<file path="src/rtl/clk_meter_pkg.sv">
// Shared types and sizing helpers for the multi-channel period meter.
package clk_meter_pkg;

  typedef enum logic [1:0] {
    IDLE   = 2'd0,
    SKIP   = 2'd1,
    COUNT  = 2'd2,
    REPORT = 2'd3
  } chan_state_e;

  function automatic int acc_width(input int cnt_w, input int avg_log2);
    return cnt_w + avg_log2;
  endfunction

  function automatic longint unsigned tmo_limit(input int cnt_w);
    return (64'd1 << cnt_w) - 64'd1;
  endfunction

  function automatic logic [31:0] abs_diff(input logic [31:0] a, input logic [31:0] b);
    if (a > b) begin
      return a - b;
    end else begin
      return b - a;
    end
  endfunction

endpackage

</file>
<file path="src/rtl/clk_meter_chan.sv">
// One measurement channel: synchroniser, edge detector, skip/average FSM and timeout.
// Optional stability check is compiled in with CLK_METER_STABLE_EN.
module clk_meter_chan
  import clk_meter_pkg::*;
#(
  parameter int CNT_W       = 16,
  parameter int SYNC_STAGES = 2,
  parameter int SKIP_EDGES  = 3,
  parameter int AVG_LOG2    = 2
`ifdef CLK_METER_STABLE_EN
  , parameter int TOL       = 1
`endif
) (
  input  logic             clk,
  input  logic             reset,
  input  logic             start,
  input  logic             sig,
  output logic             active,
  output logic             valid,
  output logic             timeout,
  output logic [CNT_W-1:0] period
`ifdef CLK_METER_STABLE_EN
  , output logic           stable
`endif
);

  localparam int ACC_W  = acc_width(CNT_W, AVG_LOG2);
  localparam int AVG_N  = 1 << AVG_LOG2;
  localparam int ECNT_W = $clog2(((SKIP_EDGES > AVG_N) ? SKIP_EDGES : AVG_N) + 1);
  localparam int MEAN_W = CNT_W + 1;
  localparam logic [CNT_W-1:0]  TMO_LAST  = CNT_W'(tmo_limit(CNT_W) - 64'd1);
  localparam logic [CNT_W-1:0]  TMO_ONE   = CNT_W'(1);
  localparam logic [ECNT_W-1:0] SKIP_LAST = ECNT_W'(SKIP_EDGES);
  localparam logic [ECNT_W-1:0] AVG_LAST  = ECNT_W'(AVG_N - 1);
  localparam logic [ECNT_W-1:0] ECNT_ONE  = ECNT_W'(1);
  localparam logic [ACC_W-1:0]  ACC_ONE   = ACC_W'(1);
  localparam logic [ACC_W:0]    TOTAL_ONE = (ACC_W + 1)'(1);

  logic [SYNC_STAGES-1:0] sync_r;
  logic                   prev_r;
  logic                   edge_s;
  chan_state_e            state_r, state_nx_s;
  logic [ECNT_W-1:0]      edge_cnt_r, edge_cnt_nx_s;
  logic [ACC_W-1:0]       acc_r, acc_nx_s;
  logic [ACC_W:0]         total_r, total_nx_s;
  logic [CNT_W-1:0]       tmo_r, tmo_nx_s;
  logic [MEAN_W-1:0]      mean_s;
  logic                   valid_r, valid_nx_s;
  logic                   timeout_r, timeout_nx_s;
  logic [CNT_W-1:0]       period_r, period_nx_s;
`ifdef CLK_METER_STABLE_EN
  logic                   stable_r, stable_nx_s;
  logic [CNT_W-1:0]       prev_period_r, prev_period_nx_s;
  logic                   prev_ok_r, prev_ok_nx_s;
`endif

  // The extra top bit of mean_s flags a mean that cannot be represented in CNT_W bits.
  assign mean_s = MEAN_W'(total_r >> AVG_LOG2);
  assign edge_s = sync_r[SYNC_STAGES-1] & ~prev_r;
  assign active = (state_r == SKIP) || (state_r == COUNT);

  // Synchroniser chain plus history flop for rising-edge detection.
  always_ff @(posedge clk) begin
    if (reset) begin
      sync_r <= '0;
      prev_r <= 1'b0;
    end else begin
      sync_r <= {sync_r[SYNC_STAGES-2:0], sig};
      prev_r <= sync_r[SYNC_STAGES-1];
    end
  end

  // Channel state, counters and result registers.
  always_ff @(posedge clk) begin
    if (reset) begin
      state_r       <= IDLE;
      edge_cnt_r    <= '0;
      acc_r         <= '0;
      total_r       <= '0;
      tmo_r         <= '0;
      valid_r       <= 1'b0;
      timeout_r     <= 1'b0;
      period_r      <= '0;
`ifdef CLK_METER_STABLE_EN
      stable_r      <= 1'b0;
      prev_period_r <= '0;
      prev_ok_r     <= 1'b0;
`endif
    end else begin
      state_r       <= state_nx_s;
      edge_cnt_r    <= edge_cnt_nx_s;
      acc_r         <= acc_nx_s;
      total_r       <= total_nx_s;
      tmo_r         <= tmo_nx_s;
      valid_r       <= valid_nx_s;
      timeout_r     <= timeout_nx_s;
      period_r      <= period_nx_s;
`ifdef CLK_METER_STABLE_EN
      stable_r      <= stable_nx_s;
      prev_period_r <= prev_period_nx_s;
      prev_ok_r     <= prev_ok_nx_s;
`endif
    end
  end

  // Next-state and datapath updates for the skip / count / report sequence.
  always_comb begin
    state_nx_s       = state_r;
    edge_cnt_nx_s    = edge_cnt_r;
    acc_nx_s         = acc_r;
    total_nx_s       = total_r;
    tmo_nx_s         = tmo_r;
    valid_nx_s       = valid_r;
    timeout_nx_s     = timeout_r;
    period_nx_s      = period_r;
`ifdef CLK_METER_STABLE_EN
    stable_nx_s      = stable_r;
    prev_period_nx_s = prev_period_r;
    prev_ok_nx_s     = prev_ok_r;
`endif
    case (state_r)
      IDLE: begin
        if (start) begin
          state_nx_s    = SKIP;
          edge_cnt_nx_s = '0;
          tmo_nx_s      = '0;
          valid_nx_s    = 1'b0;
          timeout_nx_s  = 1'b0;
`ifdef CLK_METER_STABLE_EN
          stable_nx_s   = 1'b0;
`endif
        end else begin
          state_nx_s = IDLE;
        end
      end
      SKIP: begin
        if (edge_s) begin
          tmo_nx_s = '0;
          if (edge_cnt_r == SKIP_LAST) begin
            state_nx_s    = COUNT;
            acc_nx_s      = '0;
            edge_cnt_nx_s = '0;
          end else begin
            edge_cnt_nx_s = edge_cnt_r + ECNT_ONE;
          end
        end else if (tmo_r == TMO_LAST) begin
          state_nx_s    = IDLE;
          timeout_nx_s  = 1'b1;
          period_nx_s   = '1;
          valid_nx_s    = 1'b0;
`ifdef CLK_METER_STABLE_EN
          stable_nx_s   = 1'b0;
          prev_ok_nx_s  = 1'b0;
`endif
        end else begin
          tmo_nx_s = tmo_r + TMO_ONE;
        end
      end
      COUNT: begin
        acc_nx_s = acc_r + ACC_ONE;
        if (edge_s) begin
          tmo_nx_s = '0;
          if (edge_cnt_r == AVG_LAST) begin
            state_nx_s = REPORT;
            total_nx_s = {1'b0, acc_r} + TOTAL_ONE;
          end else begin
            edge_cnt_nx_s = edge_cnt_r + ECNT_ONE;
          end
        end else if (tmo_r == TMO_LAST) begin
          state_nx_s    = IDLE;
          timeout_nx_s  = 1'b1;
          period_nx_s   = '1;
          valid_nx_s    = 1'b0;
`ifdef CLK_METER_STABLE_EN
          stable_nx_s   = 1'b0;
          prev_ok_nx_s  = 1'b0;
`endif
        end else begin
          tmo_nx_s = tmo_r + TMO_ONE;
        end
      end
      REPORT: begin
        state_nx_s = IDLE;
        if (mean_s[CNT_W]) begin
          period_nx_s  = '1;
          timeout_nx_s = 1'b1;
          valid_nx_s   = 1'b0;
`ifdef CLK_METER_STABLE_EN
          stable_nx_s  = 1'b0;
          prev_ok_nx_s = 1'b0;
`endif
        end else begin
          period_nx_s      = mean_s[CNT_W-1:0];
          valid_nx_s       = 1'b1;
`ifdef CLK_METER_STABLE_EN
          stable_nx_s      = prev_ok_r &&
                             (abs_diff(32'(mean_s[CNT_W-1:0]), 32'(prev_period_r)) <= 32'(TOL));
          prev_period_nx_s = mean_s[CNT_W-1:0];
          prev_ok_nx_s     = 1'b1;
`endif
        end
      end
      default: begin
        state_nx_s = IDLE;
      end
    endcase
  end

  assign valid   = valid_r;
  assign timeout = timeout_r;
  assign period  = period_r;
`ifdef CLK_METER_STABLE_EN
  assign stable  = stable_r;
`endif

endmodule

</file>
<file path="src/rtl/clk_period_meter.sv">
// Multi-channel period meter top: per-channel instances, BUSY/DONE aggregation, PERIOD packing.
// Optional STABLE output is present only with CLK_METER_STABLE_EN.
module clk_period_meter
  import clk_meter_pkg::*;
#(
  parameter int NUM_CH      = 4,
  parameter int CNT_W       = 16,
  parameter int SYNC_STAGES = 2,
  parameter int SKIP_EDGES  = 3,
  parameter int AVG_LOG2    = 2,
  parameter int TOL         = 1
) (
  input  logic                    CLK_IN,
  input  logic                    RESET,
  input  logic                    START,
  input  logic [NUM_CH-1:0]       SIG_IN,
  output logic                    BUSY,
  output logic                    DONE,
  output logic [NUM_CH-1:0]       VALID,
  output logic [NUM_CH-1:0]       TIMEOUT,
  output logic [NUM_CH*CNT_W-1:0] PERIOD
`ifdef CLK_METER_STABLE_EN
  , output logic [NUM_CH-1:0]     STABLE
`endif
);

  logic              busy_r;
  logic              done_r;
  logic              start_s;
  logic [NUM_CH-1:0] active_s;

  // A START arriving while any channel is still measuring is dropped for every channel.
  assign start_s = START & ~busy_r;

  for (genvar i = 0; i < NUM_CH; i++) begin : gen_chan
    clk_meter_chan #(
      .CNT_W       (CNT_W),
      .SYNC_STAGES (SYNC_STAGES),
      .SKIP_EDGES  (SKIP_EDGES),
      .AVG_LOG2    (AVG_LOG2)
`ifdef CLK_METER_STABLE_EN
      , .TOL       (TOL)
`endif
    ) u_chan (
      .clk     (CLK_IN),
      .reset   (RESET),
      .start   (start_s),
      .sig     (SIG_IN[i]),
      .active  (active_s[i]),
      .valid   (VALID[i]),
      .timeout (TIMEOUT[i]),
      .period  (PERIOD[i*CNT_W +: CNT_W])
`ifdef CLK_METER_STABLE_EN
      , .stable(STABLE[i])
`endif
    );
  end

  // Registered activity flag and its falling-edge pulse.
  always_ff @(posedge CLK_IN) begin
    if (RESET) begin
      busy_r <= 1'b0;
      done_r <= 1'b0;
    end else begin
      busy_r <= |active_s;
      done_r <= busy_r & ~(|active_s);
    end
  end

  assign BUSY = busy_r;
  assign DONE = done_r;

endmodule

</file>
<file path="config.mk">
export PLATFORM = sky130hd
export DESIGN_NAME = clk_period_meter
export DESIGN_NICKNAME = d
export VERILOG_FILES = /design/src/rtl/clk_meter_pkg.sv /design/src/rtl/clk_meter_chan.sv /design/src/rtl/clk_period_meter.sv
export SDC_FILE = /design/constraint.sdc
export NUM_CORES = 1
export LEC_CHECK = 0
export BUFFER_PORTS_ARGS = -buffer_cell sky130_fd_sc_hd__buf_4
export CAP_MARGIN = 20
export CELL_PAD_IN_SITES_DETAIL_PLACEMENT = 0
export CELL_PAD_IN_SITES_GLOBAL_PLACEMENT = 1
export CORE_MARGIN = 2
export CORE_UTILIZATION = 50
export CTS_CLUSTER_DIAMETER = 40
export DETAILED_ROUTE_END_ITERATION = 10
export GPL_TIMING_DRIVEN = 0
export MAX_ROUTING_LAYER = met4
export PLACE_DENSITY = 0.93
export SETUP_SLACK_MARGIN = 0.15
export SLEW_MARGIN = 20
export SYNTH_ARGS = -nofsm -noshare
export SYNTH_HDL_FRONTEND = slang
export SYNTH_SLANG_ARGS = --single-unit
export TNS_END_PERCENT = 30
</file>
<file path="constraint.sdc">
create_clock -name CLK_IN -period 3.8 [get_ports CLK_IN]
set_input_delay 0.76 -clock CLK_IN [delete_from_list [all_inputs] [get_ports CLK_IN]]
set_output_delay 0.76 -clock CLK_IN [all_outputs]
set_load 0.005 [all_outputs]
</file>
==> flow_summary.ini <==
[run_status]
outcome = finished, final reports clean

[synth]
synth-warning-count = 0
synth_top_cells_by_area = dfxtp_1, nor2_1, a21oi_1
synthFlopType = dfxtp_1
synth_cell_types = 79
syn_area_per_cell_um2 = 8.21
synth_fp_nets = 1909
synth_top_area_share_pct = 40.8
ys_ff_latch = 310
netlist_area_um2 = 15200
syn_inst = 1854
async_flop_share_pct = 0
seq_area_frac_synth_pct = 40.8
synth_top_area_cell = dfxtp_1
synth_edf_count = 0

[timing]
slew_headroom_pct = 35.6
slew_violations = 0
min_period_ns = 2.84
clock.fmax_mhz = 352
finalSetupViolations = 0
finalSetupTns_ns = 0
fin_skew_ns = 0.0165
tightest_slew_ns = 0.966
finalHoldViolations = 0
fin_crit_sh_pct = 74.8
rsz0062_at_grt = false

[floorplanning]
dieWidth_um = 178
rows = 63
die-area_um2 = 31800
die_h_um = 178
start_util_pct = 51.1
core_um2 = 29800
ioPinCount = 81

[drt]
drtAntennaViolNets = 0
wl_mm = 40.0
via_per_inst = 5.82
num_vias = 14000
first_pass_iters = 6
drtIter0Drc = 912
drc = 0
detail_route.wl_per_cell_um = 16.6

[grt]
grt_overflow_total = 0
antenna_found_initial = 0
grt_max_degree = 13
grt_util_all_layers_pct = 25.6
grt_pass1_vias = 12700
grt_first_pass_wirelength_mm = 64.8

[final_layout]
n_antenna_cell = 0
syn_to_final_growth_pct = 17.3
layout_common_cells = dfxtp_1, nor2_1, a21oi_1
drive_gt1_share_pct = 11.5
finish.utilization_pct = 59.9
fin_nets = 2034
fin_cells = 2404
final_common_cell = dfxtp_1

[clock_tree]
hold_buffers = 0
clk_latency_ns = 0.54
numCtsBuffers = 44
cts.htree.levels = 2
path_clk_slew_ns = 0.05
cts.sinks = 310
clockBufferDepth = 3
cts_tree = done
clock-root-buffer = clkbuf_16
cts_resized = 0
cts_setup_buffers = 0

[critical_path]
path_class = primary input to register
crit_required_ns = 4.18
end_kind = register
worstSetupStartpointType = primary input
crit_arrival_ns = 3.22
cp_max_fo = 10

[placement]
gp_congestion = 0.899
dp_cells = 2323
portBuffers = 79
dp_hpwl_mm = 28.2

[power_and_ir_drop]
ir_worst_vdd_v = 0.000389
leakagePower_nw = 6.48
power.density_nw_per_um2 = 456

[hold_path]
hold_class = primary input to register

[job]
cap_violations = 0
## cell type report
| class | instances | area [µm²] |
|---|---|---|
| fillers | 2659 | 12000 |
| clock buffers | 54 | 1220 |
| well taps | 390 | 488 |
| clock inverters | 27 | 323 |
| repair buffers | 79 | 593 |
| multi-input cells | 1366 | 8260 |
| flip-flops and latches | 310 | 6210 |
| plain buffers | 128 | 558 |
| inverters | 50 | 188 |
## critical path: stages
cell      delay, ns
clkbuf_1       0.61
buf_2          0.44
clkbuf_1       0.62
clkbuf_1       0.64
nor3_1         0.13
## Yosys cell counts, drive strengths merged (7+ instances only)
| cell | instances |
|---|---|
| buf | 38 |
| nand3 | 64 |
| o21ai | 111 |
| a41oi | 8 |
| nor4 | 16 |
| inv | 47 |
| nand3b | 10 |
| nand2b | 15 |
| mux2i | 10 |
| or3 | 41 |
| a211oi | 102 |
| nand4 | 40 |
| and2 | 8 |
| clkbuf | 90 |
| o211ai | 17 |
| nor2b | 28 |
| and4 | 7 |
| a31oi | 30 |
| or2 | 9 |
| nor3 | 40 |
| dfxtp | 310 |
| xnor2 | 27 |
| ha | 48 |
| a21oi | 163 |
| and3 | 14 |
| o31ai | 8 |
| xor2 | 45 |
| a21o | 20 |
| nor2 | 292 |
| or4 | 24 |
| nand2 | 100 |
## metrics by stage
stage / worst slack, ns / hold slack (ns) / power [W] / cell area (µm²)
after floorplan: 1.60 / 0.414 / 0.00375 / 15200
after global placement: 0.467 / 0.417 / 0.00397 / 16300
after detailed placement: 0.474 / 0.429 / 0.00398 / 16300
after CTS: 1.02 / 0.424 / 0.00820 / 17800
after global routing: 0.819 / 0.438 / 0.00840 / 17800
final: 0.959 / 0.439 / 0.00814 / 17800
## state kept, by name, summed over array words and instances, names as in the netlist
register                    cells
gen_chan.u_chan.edge_cnt_r     12
gen_chan.u_chan.tmo_r          64
gen_chan.u_chan.acc_r          72
gen_chan.u_chan.sync_r          8
DONE                            1
gen_chan.u_chan.total_r        68
gen_chan.u_chan.state_r         8
gen_chan.u_chan.timeout         4
BUSY                            1
gen_chan.u_chan.period         64
gen_chan.u_chan.prev_r          4
gen_chan.u_chan.valid           4
## metal layers
layer  up-vias  part of all wire, %  global-route usage, %  wire length (µm)
met5         -                    0                      -                 0
li1       6934                    -                      -                 -
met2       348                   48                   42.6             19000
met1      6623                   45                   32.4             18100
met3        75                  4.9                   3.73              1950
met4         0                  2.3                   7.08               923
## cell families after synthesis
logic type                 count (synthesis)  synth area share [%]
and+or+nand+nor                          718                  23.6
adders and majority gates                 48                  3.95
AOI/OAI and AO/OA                        514                  21.6
DFF                                      310                  40.8
xor gates and xnor gates                  72                  4.14
muxes                                     14                 0.979
buffers and inverters                    178                  4.90
## where the power goes
part / internal (W) / total, W / leakage (nW) / switching (W)
clock network: 0.00265 / 0.00423 / 0.725 / 0.00158
logic: 0.000203 / 0.000544 / 3.25 / 0.000341
registers: 0.00332 / 0.00337 / 2.51 / 0.0000466
## path summary, 6_finish.rpt
kind	depth (start not counted)	from	end	slack [ns]
max reg2reg	9	gen_chan[2].u_chan.state_r[0]	gen_chan[2].u_chan.acc_r[1]	1.08
min	2	SIG_IN[3]	gen_chan[3].u_chan.sync_r[0]	0.44
min reg2reg	1	gen_chan[1].u_chan.sync_r[0]	gen_chan[1].u_chan.sync_r[1]	0.44
max	5	RESET	gen_chan[0].u_chan.total_r[3]	0.96
(Power assumes the default switching activity.)
